[config.mk]
export PLATFORM = sky130hd
export DESIGN_NAME = button_conditioner
export DESIGN_NICKNAME = d
export VERILOG_FILES = /design/src/rtl/button_conditioner_pkg.sv /design/src/rtl/button_conditioner_if.sv /design/src/rtl/button_conditioner_channel.sv /design/src/rtl/button_conditioner.sv
export SDC_FILE = /design/constraint.sdc
export NUM_CORES = 1
export LEC_CHECK = 0
export ABC_AREA = 1
export BUFFER_PORTS_ARGS = -buffer_cell sky130_fd_sc_hd__buf_2
export CORE_MARGIN = 5
export CORE_UTILIZATION = 59
export CTS_BUF_LIST = sky130_fd_sc_hd__clkbuf_4 sky130_fd_sc_hd__clkbuf_8 sky130_fd_sc_hd__clkbuf_16
export DETAILED_ROUTE_END_ITERATION = 12
export PLACE_DENSITY = 0.82
export SETUP_SLACK_MARGIN = 0.5
export SLEW_MARGIN = 40
export SYNTH_ARGS = -nofsm -noshare
export SYNTH_HDL_FRONTEND = slang
export SYNTH_SLANG_ARGS = --single-unit
[constraint.sdc]
create_clock -name Clk -period 2 [get_ports Clk]
set_clock_uncertainty 0.2 [all_clocks]
set_input_delay 0.1 -clock Clk [delete_from_list [all_inputs] [get_ports Clk]]
set_output_delay 0.1 -clock Clk [all_outputs]
set_load 0.02 [all_outputs]
[src/rtl/button_conditioner_pkg.sv]
// Purpose : shared types and helpers for the button conditioner
// Latency : n/a (package only)
// Flow    : n/a (package only)
// Contents: per-channel FSM state enum, timer width, debounce counter width helper.
// Optional: BUTTON_CONDITIONER_REPEAT_EN adds the REPEAT state.
package button_pkg;

  typedef enum logic [1:0] {
    IDLE  = 2'd0,
    PRESS = 2'd1,
    HOLD  = 2'd2
`ifdef BUTTON_CONDITIONER_REPEAT_EN
    , REPEAT = 2'd3
`endif
  } btn_state_e;

  // Auto-repeat timer is sized for the largest allowed delay/period (65535).
  localparam int TMR_W = 16;

  // Smallest counter able to hold 0..deb without wrapping.
  function automatic int cnt_width(input int unsigned deb);
    return $clog2(deb + 1);
  endfunction

endpackage

[src/rtl/button_conditioner_if.sv]
// Purpose : bundle of raw button level, press pulse and debounced level
// Latency : n/a (wiring only)
// Flow    : none; level/pulse signals, no handshake
// Ports   : bi (raw level, towards conditioner), bo (press pulse), held (debounced level)
interface button_conditioner_if #(
  parameter int W = 1
);
  logic [W-1:0] bi;
  logic [W-1:0] bo;
  logic [W-1:0] held;

  // master: the side that owns the buttons and consumes the conditioned result
  modport master (output bi, input bo, input held);
  // slave: the conditioner itself
  modport slave  (input bi, output bo, output held);
endinterface

[src/rtl/button_conditioner_channel.sv]
// Purpose : one button: 2-flop sync, debounce, press FSM with registered pulse
// Latency : clean input change to held/bo is DEBOUNCE+2 clock edges
// Flow    : no backpressure; bo is a one-cycle pulse, held a level
// Ports   : clk_i, rst_i (sync, active-high), ch (slave modport, 1-bit bi/bo/held)
// Optional: BUTTON_CONDITIONER_REPEAT_EN enables auto-repeat pulses while held.
module button_channel
  import button_pkg::*;
#(
  parameter int unsigned DEBOUNCE      = 4,
  parameter int unsigned ACTIVE_LOW    = 0,
  parameter int unsigned REPEAT_DELAY  = 8,
  parameter int unsigned REPEAT_PERIOD = 4
) (
  input  logic                 clk_i,
  input  logic                 rst_i,
  button_conditioner_if.slave  ch
);

  localparam int CW = cnt_width(DEBOUNCE);
  localparam logic [CW-1:0] CNT_LAST = CW'(DEBOUNCE - 1);

  logic          sync1_q, sync2_q;
  logic          lvl;
  logic [CW-1:0] cnt_q, cnt_d;
  logic          held_q, held_d;
  btn_state_e    state_q, state_d;
  logic          bo_q, bo_d;

  // Synchroniser: nothing downstream looks at the raw input.
  always_ff @(posedge clk_i) begin
    if (rst_i) begin
      sync1_q <= 1'b0;
      sync2_q <= 1'b0;
    end else begin
      sync1_q <= ch.bi[0];
      sync2_q <= sync1_q;
    end
  end

  // Polarity is applied after synchronisation so the sync flops see the pin as-is.
  assign lvl = (ACTIVE_LOW != 0) ? ~sync2_q : sync2_q;

  // Debounce: count consecutive cycles the level disagrees with held_q.
  // The toggle happens on the edge the count would reach DEBOUNCE, so the
  // counter itself tops out at DEBOUNCE-1 and never wraps.
  always_comb begin
    cnt_d  = '0;
    held_d = held_q;
    if (lvl != held_q) begin
      if (cnt_q == CNT_LAST) begin
        held_d = ~held_q;
      end else begin
        cnt_d = cnt_q + CW'(1);
      end
    end
  end

`ifdef BUTTON_CONDITIONER_REPEAT_EN
  localparam int TW = TMR_W + 1;

  // tmr_q counts cycles since the last pulse; period_q selects the first
  // (delay) gap versus the steady repeat gap.
  logic [TMR_W-1:0] tmr_q, tmr_d;
  logic             period_q, period_d;
  logic [TW-1:0]    tmr_next;
  logic [TW-1:0]    tmr_goal;
`endif

  // FSM follows held_d so that the pulse lands in the first cycle held_q is 1.
  always_comb begin
    state_d  = state_q;
    bo_d     = 1'b0;
`ifdef BUTTON_CONDITIONER_REPEAT_EN
    tmr_d    = '0;
    period_d = 1'b0;
    tmr_next = {1'b0, tmr_q} + TW'(1);
    tmr_goal = period_q ? TW'(REPEAT_PERIOD) : TW'(REPEAT_DELAY);
`endif
    if (!held_d) begin
      // Release (or never pressed): any due repeat pulse is dropped here.
      state_d = IDLE;
    end else begin
      case (state_q)
        IDLE: state_d = PRESS;
`ifdef BUTTON_CONDITIONER_REPEAT_EN
        default: begin
          if (tmr_next == tmr_goal) begin
            state_d  = REPEAT;
            period_d = 1'b1;
          end else begin
            state_d  = HOLD;
            tmr_d    = tmr_next[TMR_W-1:0];
            period_d = period_q;
          end
        end
`else
        default: state_d = HOLD;
`endif
      endcase
    end
`ifdef BUTTON_CONDITIONER_REPEAT_EN
    bo_d = (state_d == PRESS) || (state_d == REPEAT);
`else
    bo_d = (state_d == PRESS);
`endif
  end

  always_ff @(posedge clk_i) begin
    if (rst_i) begin
      cnt_q    <= '0;
      held_q   <= 1'b0;
      state_q  <= IDLE;
      bo_q     <= 1'b0;
`ifdef BUTTON_CONDITIONER_REPEAT_EN
      tmr_q    <= '0;
      period_q <= 1'b0;
`endif
    end else begin
      cnt_q    <= cnt_d;
      held_q   <= held_d;
      state_q  <= state_d;
      bo_q     <= bo_d;
`ifdef BUTTON_CONDITIONER_REPEAT_EN
      tmr_q    <= tmr_d;
      period_q <= period_d;
`endif
    end
  end

  assign ch.bo   = bo_q;
  assign ch.held = held_q;

endmodule

[src/rtl/button_conditioner.sv]
// Purpose : CHANNELS independent button conditioners (sync, debounce, press pulse)
// Latency : clean Bi change to Held/Bo is DEBOUNCE+2 Clk edges
// Flow    : no backpressure; Bo one-cycle pulses, Held levels
// Ports   : Clk, Reset (sync, active-high), Bi raw levels, Bo press pulses, Held debounced levels
// Optional: define BUTTON_CONDITIONER_REPEAT_EN for auto-repeat on Bo while held.
module button_conditioner
  import button_pkg::*;
#(
  parameter int unsigned CHANNELS      = 4,
  parameter int unsigned DEBOUNCE      = 4,
  parameter int unsigned ACTIVE_LOW    = 0,
  parameter int unsigned REPEAT_DELAY  = 8,
  parameter int unsigned REPEAT_PERIOD = 4
) (
  input  logic                Clk,
  input  logic                Reset,
  input  logic [CHANNELS-1:0] Bi,
  output logic [CHANNELS-1:0] Bo,
  output logic [CHANNELS-1:0] Held
);

  for (genvar g = 0; g < CHANNELS; g++) begin : g_ch
    button_conditioner_if #(.W(1)) ch_if ();

    assign ch_if.bi = Bi[g];
    assign Bo[g]    = ch_if.bo[0];
    assign Held[g]  = ch_if.held[0];

    button_channel #(
      .DEBOUNCE      (DEBOUNCE),
      .ACTIVE_LOW    (ACTIVE_LOW),
      .REPEAT_DELAY  (REPEAT_DELAY),
      .REPEAT_PERIOD (REPEAT_PERIOD)
    ) u_ch (
      .clk_i (Clk),
      .rst_i (Reset),
      .ch    (ch_if)
    );
  end

endmodule

==> flow_summary.ini, run 1 <==
[clocking]
clk_pin_slew_ns = 0.09
ctsResizeCount = 0
cts_tree = built
clock_path_buffers = 2
h-tree-depth = 2
cts_root_buf = clkbuf_4
clk_latency_ns = 0.32
numCtsBuffers = 5
cts.sinks = 32

[synthesis]
yosysTopAreaCellShare_pct = 54.1
synth_most_common_cell = nor2_1
synth_nets = 160
syn_area_per_cell_um2 = 8.12
ys_types = 8
synth.largest_area_cell = dfxtp_1
ys_warn_count = 0
synth_area_leaders = dfxtp_1 (54%), nor2_1 (11%), inv_1 (11%)
syn_area_mm2 = 0.00118
synthFlopType = dfxtp_1
async_flop_share_pct = 0
postSynthCellCount = 146
seq_area_frac_synth_pct = 54.1
synth_seq_cells = 32
synth_edf_count = 0
synth_commonest_cells = nor2_1 (36), inv_1 (34), dfxtp_1 (32)

[setup_path]
critPathMaxFanout = 1
path_delay_family = buffers and inverters
setup.worst_path.class = in -> reg
required_ns = 2.01
crit_slowest_cell = dlygate4sd3_1
crit_chain = dlygate4sd3_1 > buf_2 > inv_1 > nor2_1 > dlygate4sd3_1
path_common_cell = dlygate4sd3_1
max_stage_delay_ns = 0.56
critPathCaptureType = flop
cp-start-kind = input port
worstPathArrival_ns = 1.39
path_buf_inv = 4

[power_and_ir_drop]
worst_ir_drop_vdd_uv = 520
powerDensity_mw_per_mm2 = 760
p_leak_uw = 0.000707

[timing]
finalHoldViolCount = 0
post-route-period-util_pct = 68.8
setup_tns_ns = 0
worst_slew_pin_slew_ns = 0.250
setup_violations = 0
max_freq_mhz = 727
rsz0062_at_grt = no
period_needed_ns = 1.38
slew_headroom_pct = 83.3
setup_ws_ns = 0.624
whs_ns = 0.0560
maxSlewViolCount = 0

[cells_and_area]
antenna_cells = 0
drive_above_1_share_pct = 12.7
area_growth_pct = 14.5
final_nets = 180

[routing]
wire_per_inst_um = 9.87
via_per_inst = 4.53
ant_nets = 0
drc_errors = 0
dr.pass1.iters = 4
dr_total_vias = 874
wirelength_um = 1910
drt-initial-drc-count = 7

[global_route]
grt_pass1_vias = 761
grt_max_degree = 11
antenna_found_initial = 0
grt_overflow = 0
track_usage_pct = 16.2
grt_pass1_wl_um = 3240

[placement]
dp_hpwl_um = 1340
place_congestion = 0.754
port_buffers = 13
pre_cts_ws_ns = 0.675

[floorplan]
rows = 16
start_util_pct = 61.0
die_width_um = 54.8
core-area_mm2 = 0.00194
die_h_um = 54.8
die_area_mm2 = 0.00300
io_pins = 14

[run_status]
status = completed

[run]
max_cap_violations = 0

[hold_path]
min_path_type = in -> reg
## worst register-to-register path, cell delays in order, from the launching register on
cell     delay, ns
dfxtp_1       0.34
ha_1          0.22
ha_1          0.21
nor2_1        0.10
nand3_1       0.11
nor2_1        0.11
## through the flow
stage               cells  instance area (um^2)  util [%]  power, uW
global placement      177                  1220      62.6        691
global route          193                  1360      69.8       1090
detailed placement    177                  1220      62.6        694
CTS                   193                  1360      69.8       1040
floorplan             146                  1180         -        684
finish                193                  1360      69.8       1030
## registers in the layout, summed over array words and instances (netlist names), named ones only
register	count
g_ch.u_ch.sync1_q	4
g_ch.u_ch.ch.held	2
g_ch.u_ch.lvl	4
g_ch.u_ch.state_q	5
g_ch.u_ch.cnt_q	12
g_ch.u_ch.ch.bo	3
## cell families after synthesis
family                   count (synthesis)  share of synthesized area (%)
AND/OR/NAND/NOR                         62                           20.7
buffers and inverters                   44                           16.8
flip-flops                              32                           54.1
adder cells (fa/ha/maj)                  8                           8.45
## cell type report
type | instances | area (um^2)
flip-flops and latches | 32 | 641
inverters | 35 | 131
repair buffers | 22 | 155
well taps | 27 | 33.8
clock inverters | 1 | 5.00
multi-input cells | 70 | 345
clock buffers | 6 | 45.0
fillers | 152 | 586
## worst paths after layout
kind,startpoint,to,slack [ns],cells past startpoint
setup reg to reg,g_ch[3].u_ch.cnt_q[0],g_ch[3].u_ch.cnt_q[2],0.65,5
hold reg to reg,g_ch[0].u_ch.sync1_q,g_ch[0].u_ch.lvl,0.21,2
hold / removal,Reset,g_ch[3].u_ch.cnt_q[0],0.06,4
setup / recovery,Bi[2],g_ch[2].u_ch.sync1_q,0.62,5
## per-layer routing
metal	part of all wire, %	GRT usage, %	up-vias
met2	53	27.6	11
met4	2.5	9.96	0
met1	40	15.9	405
li1	-	-	453
met5	0	0	-
met3	4.5	7.36	5
## what timing repair did
action | CTS | global route
hold buffers | 9 | 0
endpoints found under the hold margin | 10 | 0
setup buffers | 0 | 0
## where the power goes
part | internal [uW] | total (uW) | switching (uW)
combinational | 21.9 | 42.3 | 20.4
sequential | 647 | 651 | 4.12
clock | 143 | 338 | 195
total | 811 | 1030 | 220
## placed cells by master, fill, tap and decap left out
cell type / instances
nor2_1: 36
buf_2: 13
clkinv_2: 1
nand3_1: 10
dlygate4sd3_1: 9
nand2_1: 16
dfxtp_1: 32
clkbuf_4: 6
inv_2: 1
inv_1: 34
ha_1: 8
No activity file was read; power rests on OpenSTA's default activity.
==> run 2, diff against run 1 <==
--- a/config.mk
+++ b/config.mk
@@ -8,10 +8,10 @@
 export ABC_AREA = 1
 export BUFFER_PORTS_ARGS = -buffer_cell sky130_fd_sc_hd__buf_2
 export CORE_MARGIN = 5
-export CORE_UTILIZATION = 59
+export CORE_UTILIZATION = 55
 export CTS_BUF_LIST = sky130_fd_sc_hd__clkbuf_4 sky130_fd_sc_hd__clkbuf_8 sky130_fd_sc_hd__clkbuf_16
 export DETAILED_ROUTE_END_ITERATION = 12
-export PLACE_DENSITY = 0.82
+export PLACE_DENSITY = 0.77
 export SETUP_SLACK_MARGIN = 0.5
 export SLEW_MARGIN = 40
 export SYNTH_ARGS = -nofsm -noshare
==> constraint.sdc (replaced) <==
create_clock -name Clk -period 1.3 [get_ports Clk]
set_clock_uncertainty 0.2 [all_clocks]
set_input_delay 0.065 -clock Clk [delete_from_list [all_inputs] [get_ports Clk]]
set_output_delay 0.065 -clock Clk [all_outputs]
set_load 0.02 [all_outputs]
==> run 2 against run 1 <==
  * The flow now finishes with violations (hold timing)
  * Sequential power up 54%
  * Design area up 22%
  * First-iteration DRC count rose to 2.7 times the previous value
  * Power up 63%
  * Critical path depth unchanged
  * Critical endpoint is now g_ch[1].u_ch.cnt_q[0]
  * Highest routed layer unchanged
==> flow_summary.ini, run 2 (synthesis gave the netlist of run 1 again) <==
[run_status]
status = complete, but fails checks
violations = hold timing

[power_and_ir_drop]
p_leak_uw = 0.000719
powerDensity_mw_per_mm2 = 1010
sw_frac_of_total_pct = 20.6
seqPwrFrac_pct = 59.8
clkPwrFrac_pct = 36.1
internal_power_uw = 1330
power_uw = 1680
combPwrFrac_pct = 4.1
switching_power_uw = 346
worst_ir_drop_vdd_uv = 913

[setup_path]
critPathCaptureType = flop
max_stage_delay_ns = 0.35
critPathMaxFanout = 3
crit_slowest_cell = dfxtp_2
cp-start-kind = flop
path_common_cell = ha_4
setup.worst_path.class = reg -> reg
crit_chain = ha_4 > ha_4 > nor2_4 > nand3_4 > nor2_2
worstPathArrival_ns = 1.33
required_ns = 1.36

[floorplan]
rows = 16
core-area_mm2 = 0.00200
io_pins = 14
die_h_um = 56.4
die_area_mm2 = 0.00318
die_width_um = 56.4
start_util_pct = 59.2

[clocking]
hold_buffers = 4
clock_path_buffers = 2
numCtsBuffers = 5
h-tree-depth = 2
cts_root_buf = clkbuf_4
cts_tree = built
cts.sinks = 32
clk_latency_ns = 0.32
clk_pin_slew_ns = 0.09

[cells_and_area]
antenna_cells = 0
final_area_mm2 = 0.00165
regMostFlops = g_ch.u_ch.cnt_q
final_nets = 179
area_growth_pct = 39.4
fillers = 117
largestRegisters = g_ch.u_ch.cnt_q: 12 flops, g_ch.u_ch.state_q: 5 flops
final_cell_mix = nor2_1 (27), inv_1 (26), dfxtp_2 (16), dfxtp_1 (16), inv_2 (9)
drive_above_1_share_pct = 49.7
layout_commonest_cell = nor2_1
largest_reg_flops = 12

[routing]
drt-initial-drc-count = 19
dr_total_vias = 874
wire_per_inst_um = 10.7
wirelength_um = 2060
ant_nets = 0
dr.pass1.iters = 4
drc_errors = 0
via_per_inst = 4.55

[timing]
setup_violations = 0
post-route-period-util_pct = 97.5
whs_ns = -0.0883
worst_slew_pin_slew_ns = 0.330
finalHoldViolCount = 10
maxSlewViolCount = 0
period_needed_ns = 1.27
setup_ws_ns = 0.0324
slew_headroom_pct = 78.0
max_freq_mhz = 789
rsz0062_at_grt = yes

[global_route]
grt_pass1_vias = 804
track_usage_pct = 13.7
grt_pass1_wl_um = 3270
antenna_found_initial = 0
grt_overflow = 0
grt_max_degree = 16

[placement]
place_congestion = 0.718
dpl_cell_area_mm2 = 0.00134
dp_hpwl_um = 1250
port_buffers = 13
pre_cts_ws_ns = 0.0181

[hold_path]
min_path_type = in -> reg

[run]
max_cap_violations = 0
run 2: metrics by stage:
stage,setup TNS [ns],util (%),instances,hold slack [ns]
floorplan,0,-,146,-0.0280
global placement,0,66.8,177,0.0619
detailed placement,0,66.8,177,0.0729
CTS,0,78.1,191,-0.114
global route,-0.129,82.5,192,-0.107
finish,0,82.5,192,-0.0883
run 2: layer usage:
| metal | vias up | share of wire [%] | routed length, um | track usage (%) |
|---|---|---|---|---|
| met2 | 17 | 53 | 1090 | 22.2 |
| met5 | - | 0 | 0 | 0 |
| li1 | 455 | - | - | - |
| met1 | 397 | 40 | 817 | 14.2 |
| met3 | 5 | 4.7 | 96 | 5.50 |
| met4 | 0 | 2.4 | 49 | 9.83 |
run 2: final cells by class:
cell class / instances / area (um^2) / area share, %
flip-flops and latches: 32 / 661 / 40.0
multi-input cells: 70 / 573 / 34.7
repair buffers: 21 / 188 / 11.4
inverters: 35 / 131 / 7.95
clock buffers: 7 / 65.1 / 3.94
well taps: 27 / 33.8 / 2.05
run 2: power by group through the flow:
stage	Clock, uW	Combinational [uW]	Sequential (uW)
6_report	606	67.9	1000
5_1_grt	690	77.0	1000
4_1_cts	637	58.4	1000
3_5_place_dp	0	45.5	1030
3_3_place_gp	0	42.6	1030
2_1_floorplan	0	31.3	1020
run 2: worst max-delay path, delay by kind of cell, from the launching register on:
kind,cells,cell delay (ns)
flops,1,0.35
fa+ha+maj,2,0.33
simple gates,3,0.33
run 2: worst paths after layout:
| path | cells after the start | from | slack [ns] | endpoint |
|---|---|---|---|---|
| setup / recovery | 5 | g_ch[1].u_ch.cnt_q[0] | 0.03 | g_ch[1].u_ch.cnt_q[0] |
| hold reg to reg | 2 | g_ch[1].u_ch.sync1_q | 0.21 | g_ch[1].u_ch.lvl |
| setup reg to reg | 5 | g_ch[1].u_ch.cnt_q[0] | 0.03 | g_ch[1].u_ch.cnt_q[0] |
| hold / removal | 2 | Reset | -0.09 | g_ch[3].u_ch.ch.bo |
run 2: timing repair:
action,in CTS,in global routing
hold endpoints to repair,10,10
buffers inserted,3,1
gates cloned,0,0
endpoints found under the setup margin,32,33
pin swaps,13,9
gates resized for setup,36,24
==> run 3, diff against run 2 <==
==> constraint.sdc (replaced) <==
create_clock -name Clk -period 1.2 [get_ports Clk]
set_clock_uncertainty 0.2 [all_clocks]
set_input_delay 0.06 -clock Clk [delete_from_list [all_inputs] [get_ports Clk]]
set_output_delay 0.06 -clock Clk [all_outputs]
set_load 0.02 [all_outputs]
==> run 3 against run 2 <==
  * The run ends with hold timing, setup timing left
  * Sequential power increased by 9%
  * Design area fell by 4.0%
  * First-iteration DRC count shrank 74%
  * Combinational power shrank 9.4%
  * Count of clock-buffer cells in the layout grew 1
  * Critical endpoint is now g_ch[0].u_ch.cnt_q[0]
  * Highest routed layer unchanged
  * Clock power is 9.9% higher
  * Flip-flop and latch count unchanged
  * Die area stayed put
  * Setup slack got worse by 0.049 ns
  * Via count decreased by 2.9%
  * Largest cell class unchanged
==> flow_summary.ini, run 3 (synthesis gave the netlist of run 1 again) <==
[power_and_ir_drop]
power_uw = 1820
worst_ir_drop_vdd_uv = 1030
powerDensity_mw_per_mm2 = 1150
p_leak_uw = 0.000701

[run]
max_cap_violations = 0

[clocking]
clk_pin_slew_ns = 0.08
clock_path_buffers = 2
clk_latency_ns = 0.33
cts.sinks = 32
numCtsBuffers = 5
cts_root_buf = clkbuf_4
h-tree-depth = 2
cts_tree = built

[timing]
slew_headroom_pct = 77.3
worst_slew_pin_slew_ns = 0.341
finalHoldViolCount = 10
period_needed_ns = 1.22
setup_ws_ns = -0.0167
rsz0062_at_grt = yes
setup_violations = 10
maxSlewViolCount = 0
whs_ns = -0.267
post-route-period-util_pct = 101
max_freq_mhz = 822

[floorplan]
rows = 16
io_pins = 14
die_area_mm2 = 0.00318
die_h_um = 56.4
core-area_mm2 = 0.00200
die_width_um = 56.4
start_util_pct = 59.2

[global_route]
antenna_found_initial = 0
track_usage_pct = 13.9
grt_pass1_vias = 866
grt_overflow = 0
grt_max_degree = 16
grt_pass1_wl_um = 3310

[setup_path]
max_stage_delay_ns = 0.34
critPathMaxFanout = 3
cp-start-kind = flop
required_ns = 1.26
setup.worst_path.class = reg -> reg
crit_slowest_cell = dfxtp_2
path_common_cell = ha_4
worstPathArrival_ns = 1.28
r2r_cells = 5
critPathCaptureType = flop
crit_chain = ha_4 > ha_4 > nor2_4 > nand3_2 > nor2_1

[cells_and_area]
utilization_pct = 79.2
final_cell_mix = inv_1 (28), nor2_1 (28), dfxtp_2 (18), dfxtp_1 (14), nand2_1 (9)
largest_reg_flops = 12
regMostFlops = g_ch.u_ch.cnt_q
largestRegisters = g_ch.u_ch.cnt_q: 12 flops, g_ch.u_ch.state_q: 5 flops
drive_above_1_share_pct = 50.6
final_nets = 175
area_growth_pct = 33.8
antenna_cells = 0

[hold_path]
min_path_type = in -> reg
min_delay_path_depth = 3

[routing]
via_per_inst = 4.49
drc_errors = 0
dr_total_vias = 849
dr.pass1.iters = 2
wire_per_inst_um = 9.80
wirelength_um = 1850
drt-initial-drc-count = 5
ant_nets = 0

[run_status]
violations = hold timing, setup timing
status = complete, but fails checks

[placement]
dp_hpwl_um = 1330
place_congestion = 0.646
port_buffers = 13
run 3: cell count changes in the layout (fill, tap and decap cells not counted), sizes merged:
cell,delta
clkbuf,+1
dlygate4sd3,-3
dlymetal6s4s,-1
run 3: layer usage:
metal	vias up	GRT usage, %	part of all wire, %
met3	6	6.88	5.8
met5	-	0	0
met4	0	9.15	3.2
met2	14	22.5	50
met1	381	13.8	40
li1	448	-	-
run 3: final timing paths:
path | start | to | slack, ns
max | g_ch[0].u_ch.cnt_q[0] | g_ch[0].u_ch.cnt_q[0] | -0.02
min | Bi[0] | g_ch[0].u_ch.sync1_q | -0.27
max reg2reg | g_ch[0].u_ch.cnt_q[0] | g_ch[0].u_ch.cnt_q[0] | -0.02
min reg2reg | g_ch[1].u_ch.sync1_q | g_ch[1].u_ch.lvl | 0.20
run 3: area by class of cell:
class,count,area (um^2)
Sequential cell,32,663
Clock buffer,8,66.3
Multi-Input combinational cell,70,546
Tap cell,27,33.8
Inverter,35,131
Fill cell,130,417
Timing Repair Buffer,17,145
run 3: critical path: cells and delay by family, from the launching register on:
kind                     cells  cell delay (ns)
adder cells (fa/ha/maj)      2             0.33
flip-flops                   1             0.34
AND/OR/NAND/NOR              3             0.29
run 3: where the power goes:
group / total, uW / leakage (uW) / internal (uW) / switching [uW]
Sequential: 1090 / 0.000268 / 1080 / 8.70
Clock: 666 / 0.0000394 / 334 / 332
Combinational: 61.5 / 0.000393 / 24.8 / 36.7
Total: 1820 / 0.000701 / 1440 / 378
run 3: metrics by stage:
step / instances / setup TNS [ns] / area (um^2) / setup WS, ns
after floorplan: 146 / 0 / 1330 / 0.0404
after global placement: 177 / -0.00873 / 1340 / -0.00873
after detailed placement: 177 / -0.183 / 1340 / -0.0525
after CTS: 188 / -0.373 / 1530 / -0.0506
after global routing: 189 / -1.17 / 1590 / -0.0980
final: 189 / -0.0746 / 1590 / -0.0167
run 3: what timing repair did:
item / 4_1_cts / 5_1_grt
endpoints found under the setup margin: 32 / 36
hold endpoints to repair: 13 / 10
pin swaps: 16 / 12
cloned: 0 / 0
resized for setup: 31 / 19
setup buffers: 3 / 1
